--- config.mk ---
export PLATFORM = sky130hd
export DESIGN_NAME = issue_scheduler
export DESIGN_NICKNAME = d
export VERILOG_FILES = /design/src/rtl/issue_scheduler.sv
export SDC_FILE = /design/constraint.sdc
export NUM_CORES = 2
export LEC_CHECK = 0
export CORE_UTILIZATION = 51
export CTS_CLUSTER_DIAMETER = 150
export DETAILED_ROUTE_END_ITERATION = 8
export GPL_TIMING_DRIVEN = 0
export HOLD_SLACK_MARGIN = 0.1
export PLACE_DENSITY = 0.68
export SETUP_SLACK_MARGIN = 0.15
export SYNTH_ARGS = -nofsm -noshare
export SYNTH_HDL_FRONTEND = slang
export SYNTH_SLANG_ARGS = --single-unit
--- constraint.sdc ---
create_clock -name clk_i -period 6.2 [get_ports clk_i]
set_input_delay 1.24 -clock clk_i [delete_from_list [all_inputs] [get_ports clk_i]]
set_output_delay 1.24 -clock clk_i [all_outputs]
set_load 0.02 [all_outputs]
--- src/rtl/issue_scheduler.sv ---
// Slot allocation, operand wakeup and oldest-index select for the instruction queue.
// Hands out free slot addresses, tracks operand readiness and issues one entry per cycle.
module issue_scheduler #(
    parameter int ENTRIES         = 64,
    parameter int ADDR_WIDTH      = $clog2(ENTRIES),
    parameter int PHYS_COUNT      = 128,
    parameter int PHYS_ADDR_WIDTH = $clog2(PHYS_COUNT)
) (
    input  logic                         clk_i,
    input  logic                         sync_rst_n_i,
    input  logic                         clk_en_i,
    input  logic                         flush_i,
    input  logic                         alloc_valid_i,
    output logic                         alloc_ready_o,
    input  logic [2*PHYS_ADDR_WIDTH-1:0] alloc_src_tag_i,
    input  logic [1:0]                   alloc_src_valid_i,
    input  logic [1:0]                   alloc_src_ready_i,
    output logic                         queue_wr_en_o,
    output logic [ADDR_WIDTH-1:0]        queue_wr_addr_o,
    input  logic                         wb_valid_i,
    input  logic [PHYS_ADDR_WIDTH-1:0]   wb_tag_i,
    output logic                         queue_rd_en_o,
    output logic [ADDR_WIDTH-1:0]        queue_rd_addr_o,
    output logic                         issue_valid_o,
    output logic [ADDR_WIDTH-1:0]        issue_idx_o,
    input  logic                         issue_ready_i,
    output logic [ADDR_WIDTH:0]          occupancy_o
);

    localparam logic [ADDR_WIDTH:0] FULL_CNT = (ADDR_WIDTH+1)'(ENTRIES);

    logic [ENTRIES-1:0]         valid_q, valid_d;
    logic [ENTRIES-1:0]         issued_q, issued_d;
    logic [ENTRIES-1:0]         rdy0_q, rdy0_d;
    logic [ENTRIES-1:0]         rdy1_q, rdy1_d;
    logic [PHYS_ADDR_WIDTH-1:0] tag0_q [ENTRIES];
    logic [PHYS_ADDR_WIDTH-1:0] tag0_d [ENTRIES];
    logic [PHYS_ADDR_WIDTH-1:0] tag1_q [ENTRIES];
    logic [PHYS_ADDR_WIDTH-1:0] tag1_d [ENTRIES];
    logic                       issue_valid_q, issue_valid_d;
    logic [ADDR_WIDTH-1:0]      issue_idx_q, issue_idx_d;
    logic [ADDR_WIDTH:0]        occ_q, occ_d;

    logic [ENTRIES-1:0]         cand;
    logic [ADDR_WIDTH-1:0]      free_idx;
    logic [ADDR_WIDTH-1:0]      sel_idx;
    logic                       alloc_ready;
    logic                       alloc_fire;
    logic                       handshake;
    logic                       sel_fire;
    logic [PHYS_ADDR_WIDTH-1:0] new_tag0, new_tag1;
    logic                       new_rdy0, new_rdy1;

    assign cand = valid_q & ~issued_q & rdy0_q & rdy1_q;

    // Descending scan so the lowest matching index is the last one written.
    always_comb begin
        free_idx = '0;
        sel_idx  = '0;
        for (int i = ENTRIES - 1; i >= 0; i--) begin
            if (!valid_q[i]) begin
                free_idx = ADDR_WIDTH'(i);
            end
            if (cand[i]) begin
                sel_idx = ADDR_WIDTH'(i);
            end
        end
    end

    assign alloc_ready = clk_en_i && !flush_i && (occ_q != FULL_CNT);
    assign alloc_fire  = alloc_valid_i && alloc_ready;
    assign handshake   = clk_en_i && !flush_i && issue_valid_q && issue_ready_i;
    assign sel_fire    = clk_en_i && !flush_i && (|cand) && (!issue_valid_q || issue_ready_i);

    // A writeback landing in the allocation cycle is folded into the initial ready bits.
    assign new_tag0 = alloc_src_tag_i[PHYS_ADDR_WIDTH-1:0];
    assign new_tag1 = alloc_src_tag_i[2*PHYS_ADDR_WIDTH-1:PHYS_ADDR_WIDTH];
    assign new_rdy0 = !alloc_src_valid_i[0] || alloc_src_ready_i[0] || (wb_valid_i && (wb_tag_i == new_tag0));
    assign new_rdy1 = !alloc_src_valid_i[1] || alloc_src_ready_i[1] || (wb_valid_i && (wb_tag_i == new_tag1));

    always_comb begin
        valid_d       = valid_q;
        issued_d      = issued_q;
        rdy0_d        = rdy0_q;
        rdy1_d        = rdy1_q;
        tag0_d        = tag0_q;
        tag1_d        = tag1_q;
        issue_valid_d = issue_valid_q;
        issue_idx_d   = issue_idx_q;
        occ_d         = occ_q;
        if (clk_en_i && flush_i) begin
            valid_d       = '0;
            issued_d      = '0;
            rdy0_d        = '0;
            rdy1_d        = '0;
            issue_valid_d = 1'b0;
            occ_d         = '0;
        end else if (clk_en_i) begin
            if (wb_valid_i) begin
                for (int i = 0; i < ENTRIES; i++) begin
                    rdy0_d[i] = rdy0_q[i] | (valid_q[i] && (tag0_q[i] == wb_tag_i));
                    rdy1_d[i] = rdy1_q[i] | (valid_q[i] && (tag1_q[i] == wb_tag_i));
                end
            end
            if (handshake) begin
                valid_d[issue_idx_q]  = 1'b0;
                issued_d[issue_idx_q] = 1'b0;
                issue_valid_d         = 1'b0;
            end
            // free_idx comes from the pre-release state, so a slot freed this cycle is not reused.
            if (alloc_fire) begin
                valid_d[free_idx]  = 1'b1;
                issued_d[free_idx] = 1'b0;
                tag0_d[free_idx]   = new_tag0;
                tag1_d[free_idx]   = new_tag1;
                rdy0_d[free_idx]   = new_rdy0;
                rdy1_d[free_idx]   = new_rdy1;
            end
            if (sel_fire) begin
                issued_d[sel_idx] = 1'b1;
                issue_valid_d     = 1'b1;
                issue_idx_d       = sel_idx;
            end
            occ_d = occ_q + {{ADDR_WIDTH{1'b0}}, alloc_fire} - {{ADDR_WIDTH{1'b0}}, handshake};
        end
    end

    always_ff @(posedge clk_i) begin
        if (!sync_rst_n_i) begin
            valid_q       <= '0;
            issued_q      <= '0;
            rdy0_q        <= '0;
            rdy1_q        <= '0;
            issue_valid_q <= 1'b0;
            issue_idx_q   <= '0;
            occ_q         <= '0;
            for (int i = 0; i < ENTRIES; i++) begin
                tag0_q[i] <= '0;
                tag1_q[i] <= '0;
            end
        end else begin
            valid_q       <= valid_d;
            issued_q      <= issued_d;
            rdy0_q        <= rdy0_d;
            rdy1_q        <= rdy1_d;
            issue_valid_q <= issue_valid_d;
            issue_idx_q   <= issue_idx_d;
            occ_q         <= occ_d;
            tag0_q        <= tag0_d;
            tag1_q        <= tag1_d;
        end
    end

    // Handshake: issue_valid_o/issue_idx_o hold steady until issue_ready_i is seen high
    // on a rising edge with clk_en_i high and flush_i low; the slot is released on that edge.
    assign alloc_ready_o   = alloc_ready;
    assign queue_wr_en_o   = alloc_fire;
    assign queue_wr_addr_o = free_idx;
    assign queue_rd_en_o   = sel_fire;
    assign queue_rd_addr_o = sel_idx;
    assign issue_valid_o   = issue_valid_q;
    assign issue_idx_o     = issue_idx_q;
    assign occupancy_o     = occ_q;

endmodule

==> results.yml <==
detailed_routing:
  routedWlPerCell_um: 37.2
  wl_um: 316000
  drt_pre_antenna_iters: 6
  final_antenna_net_count: 0
  drc: 0
  drtIter0Drc: 9275
  vias: 57700
  avgViaCountPerCell: 6.79
floorplanning:
  fp-row-count: 123
  initial_core_util_pct: 51.4
  coreArea_um2: 112000
  io_pins: 61
  die_y_um: 338
  design.die.area_um2: 114000
  die_x_um: 338
setup_path:
  cp-end-kind: "output pin"
  cp_data_required_time_ns: 4.96
  startpoint_type: "register"
  path_class: "reg -> out"
  arrival_ns: 4.95
  crit_path_max_fanout: 8
grt:
  grt_pass1_vias: 52000
  grt_pass1_wl_um: 423000
  grt_util_all_layers_pct: 53.3
  grt_max_degree: 17
  antenna_found_initial: 36
  grt-ovfl-total: 0
status:
  violations: "max-capacitance violations, max-slew violations"
  status: "finished, violations left"
synthesis:
  synth_edf_count: 0
  ys.flop_type: "dfxtp_1"
  synth_warnings: 0
  synth_largest_area_cell: "dfxtp_1"
  netlist_area_um2: 57700
  postSynthAreaPerCell_um2: 8.63
  ys_ff_latch: 1166
  synth_top_cell_area_share_pct: 40.5
  synth_cells: 6687
  syn-num-nets: 6729
  yosys-top-cells-area: "dfxtp_1 40%, mux2i_1 8.5%, xnor2_1 7.2%"
  ys_seq_area_share_pct: 40.5
  yosysUniqueCellTypes: 95
  async_flop_share_pct: 0
power_and_ir_drop:
  p_switching_mw: 4.71
  combinationalPowerShare_pct: 9.1
  p_leak_nw: 22.9
  switching_share_pct: 27.5
  p_per_area_nw_per_um2: 265
  p_seq_share_pct: 43.8
  intPower_mw: 12.4
  ir_drop_uv: 244
  clockPowerShare_pct: 47.2
clocking:
  clk_path_buf_depth: 3
  tritoncts: "built"
  clkTransAtPathRegs_ns: 0.06
  cts_buffers: 130
  cts_hold_buf: 0
  clkSinkCount: 1166
  clockRootBuffer: "clkbuf_16"
  worstSkewPairLatency_ns: 0.79
  h-tree-depth: 4
cells_and_area:
  syn_to_final_growth_pct: 12.2
  stdcell_count: 8505
  nets: 6919
  mostFrequentLayoutCell: "dfxtp_1"
  fillers: 10400
  drive_above_1_share_pct: 7.73
  final_cell_mix: "1166 x dfxtp_1, 649 x nand2_1, 531 x nor2_1"
sta:
  tns_ns: 0
  post-route-min-period_ns: 6.19
  holdWs_ns: 0.462
  setup_viol: 0
  finClkSkew_ns: 0.0327
  fin_crit_sh_pct: 99.9
  maxSlewViolCount: 347
  worst_pin_slew_ns: 1.70
  finalHoldViolCount: 0
  max_freq_mhz: 161
  rsz0062_at_grt: "yes"
  slew_headroom_pct: -13.4
flow_run:
  drv_cap: 35
place:
  gp_congestion: 1.12
  io_buffers: 38
  hpwl_um: 233000
  numPlacedInstances: 8238
hold_path:
  hold_path_class: "reg -> reg"
-- path summary, 6_finish.rpt --
path         depth (start not counted)                 end  slack (ns)         from
min reg2reg                          2         tag1_q[155]        0.46  tag1_q[155]
max                                  8  queue_rd_addr_o[1]       0.005  valid_q[62]
min                                  2         tag1_q[155]        0.46  tag1_q[155]
max reg2reg                          9          tag0_q[39]        1.11  valid_q[29]
-- per-stage QoR --
stage                     worst slack, ns  area, um2  utilization, %  total power, mW
after detailed placement          0.00119      60200            53.6             9.09
after floorplan                      2.27      57700               -             8.34
after CTS                           0.154      64600            57.5             16.9
after global routing               0.0136      64700            57.6             17.3
final                             0.00531      64700            57.6             17.2
after global placement            -0.0380      60000            53.4             9.08
-- power groups by stage --
stage	clock [mW]	sequential [mW]	combinational [mW]
3_5_place_dp	0	7.67	1.42
2_1_floorplan	0	7.68	0.666
3_3_place_gp	0	7.67	1.40
6_report	8.09	7.51	1.56
4_1_cts	8.00	7.51	1.42
5_1_grt	8.31	7.50	1.50
-- cell usage after synthesis, types with 10 or more instances --
cell type,count
nand4b_1,60
inv_1,45
o211a_1,11
nand2b_1,23
o2bb2ai_1,15
nand2_1,649
nor3_1,115
a21oi_1,514
o22ai_1,12
buf_4,33
a21o_1,10
xnor2_1,476
nor4_1,147
nor2b_1,13
nand3_1,275
a41oi_1,37
nor2_1,531
buf_1,105
o211ai_1,58
and3_1,28
a31oi_1,15
xor2_1,438
and4b_1,23
o21ai_0,300
clkbuf_1,374
and4_1,11
nand4_1,209
buf_2,138
a211oi_1,132
o21ai_1,11
dfxtp_1,1166
o2111ai_1,38
mux2i_1,492
-- logic make-up after synthesis --
family / synth area share [%]
adder cells (fa/ha/maj): 0.230
flip-flops: 40.5
AND/OR/NAND/NOR: 18.2
multiplexers: 8.54
AO/OA/AOI/OAI: 13.5
buffers and inverters: 5.25
XOR/XNOR: 13.9
-- critical path, stage by stage, from the launching register on --
cell,delay [ns]
dfxtp_1,0.78
nand4b_1,0.19
buf_4,0.20
a211oi_1,0.34
o2111ai_1,0.35
a311oi_4,0.87
o211ai_2,0.30
a21oi_1,0.44
clkdlybuf4s50_1,0.69
-- layer usage --
metal,track usage (%),share of wire (%),vias up
met5,0,0.032,-
met4,46.1,10,14
met3,19.9,14,1370
met2,72.6,39,4742
met1,65.5,37,27900
li1,-,-,23700
-- flip-flops by register name, summed over array words and instances (netlist names) --
register       count
occupancy_o        7
rdy0_q            64
tag0_q           448
rdy1_q            64
issued_q          64
valid_q           64
tag1_q           448
issue_idx_o        6
issue_valid_o      1
-- cell type report --
| class | count | area [um2] | area share [%] |
|---|---|---|---|
| Multi-Input combinational cell | 4811 | 31400 | 48.4 |
| Antenna cell | 28 | 70.1 | 0.108 |
| Buffer | 661 | 2920 | 4.51 |
| Tap cell | 1500 | 1880 | 2.90 |
| Sequential cell | 1166 | 23300 | 36.1 |
| Inverter | 49 | 184 | 0.284 |
| Timing Repair Buffer | 58 | 663 | 1.02 |
| Clock buffer | 191 | 3790 | 5.86 |
| Clock inverter | 41 | 532 | 0.821 |
-- repair_timing --
| item | 4_1_cts | 5_1_grt |
|---|---|---|
| setup endpoints to repair | 2 | 2 |
| gates resized for setup | 1 | 2 |
| pin swaps | 1 | 4 |
| buffers inserted | 1 | 4 |
| gates cloned | 0 | 0 |
Power figures use the tool's default switching activity.
